[src/rtl/sid_rx.sv]
// sid_rx: captures a frame of DEPTH non-zero ID bytes written to one bus
// address, holds it for byte-wise readout, and flags idle timeouts or
// writes arriving while a frame is held.
// Optional feature macro: SID_RX_CMP_EN -- when defined, the captured frame is
// compared against the ASCII ID "2023310655" and match_o reports the result.
// Handshake: a pop is requested by holding rd_en_i high for one cycle while
// done_o=1; the byte appears on rd_data_o with rd_valid_o=1 on the next cycle.
// rd_en_i is ignored at all other times, and there is no back-pressure.
module sid_rx #(
  parameter int          DEPTH   = 10,
  parameter logic [31:0] ADDR    = 32'h3000_0000,
  parameter int          TIMEOUT = 64
) (
  input  logic        clk,
  input  logic        rst,
  input  logic        we_i,
  input  logic [31:0] addr_i,
  input  logic [31:0] data_i,
  input  logic        rd_en_i,
  output logic [7:0]  rd_data_o,
  output logic        rd_valid_o,
  output logic        busy_o,
  output logic        done_o,
  output logic        match_o,
  output logic        err_o,
  output logic [3:0]  count_o,
  output logic [1:0]  dbg_state_o
);

  typedef enum logic [1:0] {
    IDLE = 2'd0,
    RECV = 2'd1,
    DONE = 2'd2
  } state_t;

  localparam logic [3:0] LAST_IDX = 4'(DEPTH - 1);
  localparam logic [7:0] TO_LAST  = 8'(TIMEOUT - 1);

  state_t      state, state_n;
  logic [3:0]  count_q;
  logic [3:0]  rd_ptr;
  logic [7:0]  idle_q;
  logic [7:0]  mem [DEPTH];
  logic [7:0]  wr_byte;
  logic        acc;
  logic        timeout;
  logic        pop;
  logic        wr_en;
  logic [3:0]  wr_idx;
  logic        unused_data;

  assign wr_byte     = data_i[7:0];
  assign unused_data = ^data_i[31:8];
  assign acc         = we_i && (addr_i == ADDR) && (wr_byte != 8'h00);
  assign timeout     = (idle_q == TO_LAST);
  assign pop         = rd_en_i && (state == DONE) && (count_q != 4'd0);
  assign wr_en       = acc && ((state == IDLE) || (state == RECV));
  assign wr_idx      = (state == IDLE) ? 4'd0 : count_q;
  assign busy_o      = (state == RECV);
  assign count_o     = count_q;
  assign dbg_state_o = state;

  // Next-state decode; an accepted byte takes priority over a timeout.
  always_comb begin
    state_n = state;
    unique case (state)
      IDLE: if (acc) state_n = RECV;
      RECV: begin
        if (acc) begin
          if (count_q == LAST_IDX) state_n = DONE;
        end else if (timeout) begin
          state_n = IDLE;
        end
      end
      DONE: if (pop && (count_q == 4'd1)) state_n = IDLE;
      default: state_n = IDLE;
    endcase
  end

  // State register plus counters, read port and status pulses.
  always_ff @(posedge clk) begin
    if (rst) begin
      state      <= IDLE;
      count_q    <= 4'd0;
      rd_ptr     <= 4'd0;
      idle_q     <= 8'd0;
      rd_data_o  <= 8'd0;
      rd_valid_o <= 1'b0;
      done_o     <= 1'b0;
      err_o      <= 1'b0;
    end else begin
      state      <= state_n;
      rd_valid_o <= 1'b0;
      err_o      <= 1'b0;
      unique case (state)
        IDLE: begin
          if (acc) begin
            count_q <= 4'd1;
            idle_q  <= 8'd0;
            rd_ptr  <= 4'd0;
          end
        end
        RECV: begin
          if (acc) begin
            count_q <= count_q + 4'd1;
            idle_q  <= 8'd0;
            if (count_q == LAST_IDX) done_o <= 1'b1;
          end else if (timeout) begin
            err_o   <= 1'b1;
            count_q <= 4'd0;
            idle_q  <= 8'd0;
          end else begin
            idle_q <= idle_q + 8'd1;
          end
        end
        DONE: begin
          if (acc) err_o <= 1'b1;
          if (pop) begin
            rd_data_o  <= mem[rd_ptr];
            rd_valid_o <= 1'b1;
            count_q    <= count_q - 4'd1;
            rd_ptr     <= rd_ptr + 4'd1;
            if (count_q == 4'd1) begin
              done_o <= 1'b0;
              rd_ptr <= 4'd0;
            end
          end
        end
        default: ;
      endcase
    end
  end

  // Frame storage; contents are not reset, only written while collecting.
  always_ff @(posedge clk) begin
    if (wr_en) mem[wr_idx] <= wr_byte;
  end

`ifdef SID_RX_CMP_EN
  logic match_q;

  function automatic logic [7:0] id_byte(input logic [3:0] idx);
    logic [7:0] b;
    b = 8'h00;
    case (idx)
      4'd0: b = 8'h32;
      4'd1: b = 8'h30;
      4'd2: b = 8'h32;
      4'd3: b = 8'h33;
      4'd4: b = 8'h33;
      4'd5: b = 8'h31;
      4'd6: b = 8'h30;
      4'd7: b = 8'h36;
      4'd8: b = 8'h35;
      4'd9: b = 8'h35;
      default: b = 8'h00;
    endcase
    return b;
  endfunction

  // Running match flag: restarted by the first byte, ANDed with each later one.
  always_ff @(posedge clk) begin
    if (rst) begin
      match_q <= 1'b0;
    end else if ((state == IDLE) && acc) begin
      match_q <= (wr_byte == id_byte(4'd0));
    end else if ((state == RECV) && acc) begin
      match_q <= match_q && (wr_byte == id_byte(count_q));
    end else if (pop && (count_q == 4'd1)) begin
      match_q <= 1'b0;
    end
  end

  assign match_o = match_q && (state == DONE);
`else
  assign match_o = 1'b0;
`endif

endmodule

[config.mk]
export PLATFORM = sky130hd
export DESIGN_NAME = sid_rx
export DESIGN_NICKNAME = d
export VERILOG_FILES = /design/src/rtl/sid_rx.sv
export SDC_FILE = /design/constraint.sdc
export NUM_CORES = 1
export LEC_CHECK = 0
export ABC_AREA = 1
export BUFFER_PORTS_ARGS = -buffer_cell sky130_fd_sc_hd__buf_2
export CORE_ASPECT_RATIO = 1.5
export CORE_MARGIN = 10
export CORE_UTILIZATION = 31
export DETAILED_ROUTE_END_ITERATION = 6
export HOLD_SLACK_MARGIN = 0.12
export SLEW_MARGIN = 20
export SYNTH_ARGS = -nofsm -noshare
export SYNTH_HDL_FRONTEND = slang
export SYNTH_SLANG_ARGS = --single-unit
[constraint.sdc]
create_clock -name clk -period 2.82 [get_ports clk]
set_input_delay 0.423 -clock clk [delete_from_list [all_inputs] [get_ports clk]]
set_output_delay 0.423 -clock clk [all_outputs]
set_load 0.005 [all_outputs]
; Word level (Yosys, flattened, before mapping)
; Memory sizes are Yosys's and may differ from the RTL's. A register that Yosys moved wholly into a read port is not among the register bits.
; Cells that the tools add are included.
[word_totals]
ff_bits = 21
mem_bits_rw = 80
inputBits = 68
mem_count = 1
[memory_table]
columns = memory, words, width, read_ports, rd_ports_with_merged_regs, write_ports, line
row1 = mem, 10, 8, 1, 1, 1, 43  ; logic [7:0] mem [DEPTH];
[op_classes]
addsub = 4
eq_ne = 14
n_mux = 32
n_bitwise = 1
reduce_logical = 21
[ops]
columns = operator, count
row1 = "32-bit by 30-bit == test with 1-bit output, second input constant", 1
row2 = 4-bit 2-to-1 mux, 8
row3 = 8-bit 2-to-1 mux, 3
row4 = 8-bit case mux with 2 select lines, 1
row5 = 4-bit case mux with 3 select lines, 1
row6 = 1-bit 2-to-1 mux, 10
row7 = 2-bit 2-to-1 mux, 5
row8 = "4-bit by 1-bit adder with 4-bit output, second input constant", 2
row9 = "8-bit by 1-bit adder with 8-bit output, second input constant", 1
row10 = "8-bit by 6-bit == test with 1-bit output, second input constant", 1
row11 = "2-bit by 1-bit != test with 1-bit output, second input constant", 4
row12 = 4-bit case mux with 2 select lines, 1
row13 = 4-bit AND reduction, 2
row14 = 8-bit nonzero test, 1
row15 = 1-bit logical AND, 6
row16 = 2-bit case mux with 3 select lines, 1
row17 = 2-bit nonzero test, 3
row18 = 5-bit AND reduction, 1
row19 = "4-bit by 1-bit == test with 1-bit output, second input constant", 1
row20 = "4-bit == test, second input constant", 1
row21 = "2-bit != test, second input constant", 2
row22 = 1-bit case mux with 2 select lines, 2
row23 = 2-bit AND reduction, 2
row24 = 4-bit nonzero test, 1
row25 = 11 further kinds, 11

; Logic depth before layout (Yosys ltp)
[depth]
word_depth = 6
mapped_depth = 12
ltp_nobuf = 12

; Least setup slack after synthesis
; OpenSTA, ideal clock, no wires.
[synth_path]
path_kind = input to register
start = in addr_i[22]
end = mem mem[0][0], enable pin
t_arrival_ps = 1782
t_required_ps = 2434
setup_slack_ps = 651
path_stages = 7
n_path_buf = 0
path_cell_list = inv_1 > nand2_1 > nor2_1 > nand3_1 > nor3_1 > nand2_1 > a211oi_1
[synth_via]
elab_chain_len = 6
[synth_rtl]
columns = element, line
row1 = "start, declared", 17  ; input logic [31:0] addr_i,
row2 = 32-bit by 30-bit == test with 1-bit output, 54  ; assign acc = we_i && (addr_i == ADDR) && (wr_byte != 8'h00);
row3 = 1-bit logical AND (2 in series), 54
row4 = 1-bit logical AND, 57  ; assign wr_en = acc && ((state == IDLE) || (state == RECV));
row5 = 1-bit 2-to-1 mux, 136  ; if (wr_en) mem[wr_idx] <= wr_byte;
row6 = 1-bit 2-to-1 mux (not written as such), 136
row7 = "end, declared", 43
; Every way passes these cells.

; Worst setup path in the final report
[layout_path]
start = reg state[0], in the netlist dbg_state_o[0]
end = reg rd_ptr[2]
[layout_via]
elab_chain_len = 5
[layout_rtl]
columns = element, line
row1 = "start, declared", 39  ; state_t state, state_n;
row2 = "start signal, assigned", 92  ; state <= state_n;
row3 = 2-bit == test, "56, 95"
row4 = 1-bit logical AND (2 in series), 56  ; assign pop = rd_en_i && (state == DONE) && (count_q != 4'd0);
row5 = 2-bit != test (no line), --
row6 = 3-bit AND reduction (no line), --
row7 = "end signal, assigned", 122  ; rd_ptr <= rd_ptr + 4'd1;
row8 = "end, declared", 41  ; logic [3:0] rd_ptr;
; Parallel ways exist; a longest one is shown, timed or not.
; A chain may end at the register's enable or synchronous reset.

==> qor.csv <==
stage,metric,value,unit
timing,skew final,0.0100,ns
clocking,Root Buffer Master,clkbuf_16,
clocking,CTS max path bufs,2,
run,max-cap check violation count,0,
floorplanning,core area,15800,um2
timing,fin. max-slew vios,0,
timing,RSZ-0062 raised after global routing,no,
setup_path,crit path DAT,2.46,ns
logic_synthesis,YS warnings,0,
floorplanning,num rows,56,
final_layout,Area Overhead vs Synth,17.6,%
clocking,clock slew at reported path FFs,0.07,ns
global_route,first-pass GRT wire length,19800,um
logic_synthesis,Mapped Area,5010,um2
route,Detailed Route Iter0 Violations,253,
logic_synthesis,Adder-Cell Fraction of Synth Area,2.25,%
clocking,hold_buf cts,0,
floorplanning,Die Y,176,um
route,Post-Route WL,12400,um
logic_synthesis,largest family of logic cells by synthesized area,simple AND/OR/NAND/NOR gates,
logic_synthesis,"Seq/Total Area, Yosys",59.5,%
logic_synthesis,largest cells by area after synthesis,"edfxtp_1 (48%), dfxtp_1 (12%), nor2_1 (8.5%)",
pwr,Pleak,2.19,nW
placement,port bufs,61,
clocking,CTS tree,done,
route,Via density,4.90,
global_route,largest net degree at the start of global routing,44,
timing,Relative slew margins,52.1,%
timing,crit share post-route,79.2,%
timing,Max Freq,0.448,GHz
route,1st-pass router iterations,4,
timing,worst hold slack,0.381,ns
route,# DRC,0,
logic_synthesis,Mean Syn Cell Area,9.63,um2
clocking,CTS resizes,0,
timing,final setup fails,0,
placement,dpl hpwl,8990,um
timing,Setup TNS,0,ns
logic_synthesis,#FFs+latches synth,109,
final_layout,Layout Nets,666,
floorplanning,Die X,124,um
logic_synthesis,post-synth cell types,38,
clocking,Sink Count,109,
final_layout,share of layout cells above drive strength 1,18.4,%
pwr,P per Cell Area,549,nW/um2
logic_synthesis,Synth Area in Simple Gates,18.7,%
floorplanning,Initial Utilization,31.8,%
clocking,H-tree levels,3,
setup_path,CP Class,reg2reg,
logic_synthesis,Synth area leader,edfxtp_1,
timing,Fin. Hold Viols,0,
global_route,initial antenna violation count,0,
floorplanning,IO Pins,87,
global_route,vias in the first global route,4013,
setup_path,critical path capture point type,register,
route,Vias,3905,
route,WL/cell,15.5,um
clocking,clk_lat worst skew,0.34,ns
worst_hold_path,HP Class,in2reg,
logic_synthesis,Synth Area in Compound Gates,13.0,%
global_route,total gr overflow,0,
setup_path,WP data required,3.05,ns
clocking,TritonCTS Buffers,9,
global_route,Total GRT Usage,11.4,%
setup_path,reg2reg setup slack,0.59,ns
setup_path,Startpoint Class,register,
route,Antenna Nets Post-Route,0,
timing,slew of the pin with the lowest slew margin,0.717,ns
logic_synthesis,synthesized instance count,520,
logic_synthesis,mux contribution to synthesized area,0,%
logic_synthesis,Post-Syn Nets,597,
clocking,Post-CTS Setup Inserts,0,
floorplanning,DIE AREA,21800,um2
logic_synthesis,xor/xnor cell area share of the yosys netlist,1.57,%
run_status,status,"finished, final reports clean",
final_layout,ant diodes,0,
pwr,Peak VDD IR,280,uV
placement,Final Wtd Congestion,0.812,
setup_path,CP max FO,17,
timing,fin crit period,2.23,ns
logic_synthesis,top cell type's share of synthesized area,48.0,%
worst paths after layout:
| check | startpoint | end | cells after the start |
|---|---|---|---|
| worst min-delay path | rst | idle_q[4] | 2 |
| worst min register to register | idle_q[7] | idle_q[7] | 2 |
| worst max-delay path | dbg_state_o[0] | rd_ptr[2] | 11 |
| worst max register to register | dbg_state_o[0] | rd_ptr[2] | 11 |
sequential cells by signal, summed over array words and instances, names as in the netlist:
signal       count
count_o          4
done_o           1
err_o            1
rd_ptr           4
dbg_state_o      2
idle_q           8
mem             80
rd_data_o        8
rd_valid_o       1
cells by family (layout without fill, tap and decap cells):
family          count (synthesis)  after routing
simple gates                  217            217
compound gates                112            112
flops                         109            109
buf+inv                        63            137
fa+ha+maj                       9              9
xor+xnor                        9              9
other cells                     1              1
cell usage in the layout, fill, tap and decap left out, types with 9 or more instances in the layout:
| cell | count |
|---|---|
| nand3_1 | 16 |
| inv_1 | 39 |
| dfxtp_1 | 29 |
| buf_2 | 61 |
| nor2_1 | 113 |
| nand4_1 | 11 |
| nand2_1 | 53 |
| edfxtp_1 | 80 |
| ha_1 | 9 |
| o21ai_0 | 59 |
| clkbuf_16 | 9 |
| a21oi_1 | 14 |
| buf_4 | 18 |
cell type report:
class | instances | area, um2
sequential | 109 | 2980
tap | 203 | 254
multi-input combinational | 348 | 1780
inverter | 42 | 158
clock inverter | 3 | 20.0
clock buffer | 13 | 250
timing repair buffer | 79 | 440
fill | 1571 | 9880
per-stage QoR:
stage	utilization (%)	instance area [um2]	worst slack [ns]	cells	total power, mW
2_1_floorplan	-	5010	0.651	520	1.98
3_3_place_gp	35.6	5620	0.499	781	2.11
3_5_place_dp	35.6	5620	0.476	781	2.12
4_1_cts	37.4	5890	0.573	797	3.25
5_1_grt	37.4	5890	0.410	797	3.36
6_report	37.4	5890	0.586	797	3.24
cells in the mapped netlist:
| library cell | n |
|---|---|
| o21ai_1 | 1 |
| o22ai_1 | 8 |
| xnor2_1 | 2 |
| a21oi_1 | 14 |
| dfxtp_1 | 29 |
| a211oi_1 | 2 |
| o211ai_1 | 8 |
| buf_4 | 1 |
| xor2_1 | 7 |
| or2_2 | 1 |
| o21ai_2 | 2 |
| ha_1 | 9 |
| inv_2 | 2 |
| and2_1 | 1 |
| o21bai_1 | 1 |
| nand2_4 | 1 |
| nand2b_1 | 1 |
| buf_2 | 2 |
| nand2_2 | 4 |
| nand3_1 | 16 |
| nand2_1 | 53 |
| edfxtp_1 | 80 |
| clkinv_1 | 1 |
| a22oi_2 | 1 |
| nand4_1 | 11 |
| o221ai_1 | 8 |
| nor2_2 | 3 |
| a31oi_1 | 8 |
| nor2_4 | 3 |
| inv_1 | 39 |
| nor2_1 | 113 |
| o21ai_0 | 59 |
| or2_0 | 1 |
| nor3_1 | 7 |
| nor3b_1 | 2 |
| clkbuf_1 | 16 |
| buf_1 | 2 |
| conb_1 | 1 |
metal layers:
metal / wire (um) / global-route usage, %
met3: 521 / 2.05
met4: 144 / 3.41
met5: 0 / 0
met2: 6870 / 21.7
met1: 4860 / 12.0
power breakdown:
part,switching [mW],internal (mW),leakage [nW],total (mW)
Combinational,0.223,0.110,1.10,0.332
Clock,0.532,0.626,0.131,1.16
Sequential,0.0168,1.73,0.953,1.75
Total,0.771,2.47,2.19,3.24
worst max-delay path, cell delays in order (launching register included):
cell and delay (ns):
dfxtp_1 0.34, inv_1 0.09, ha_1 0.36, nand2_1 0.16, nor2_4 0.36, inv_2 0.12
o21ai_0 0.11, nand2_2 0.16, o21ai_2 0.20, inv_1 0.09, nand2_1 0.07, nor2_1 0.04
Note: power is estimated with default switching activity, not from simulation.
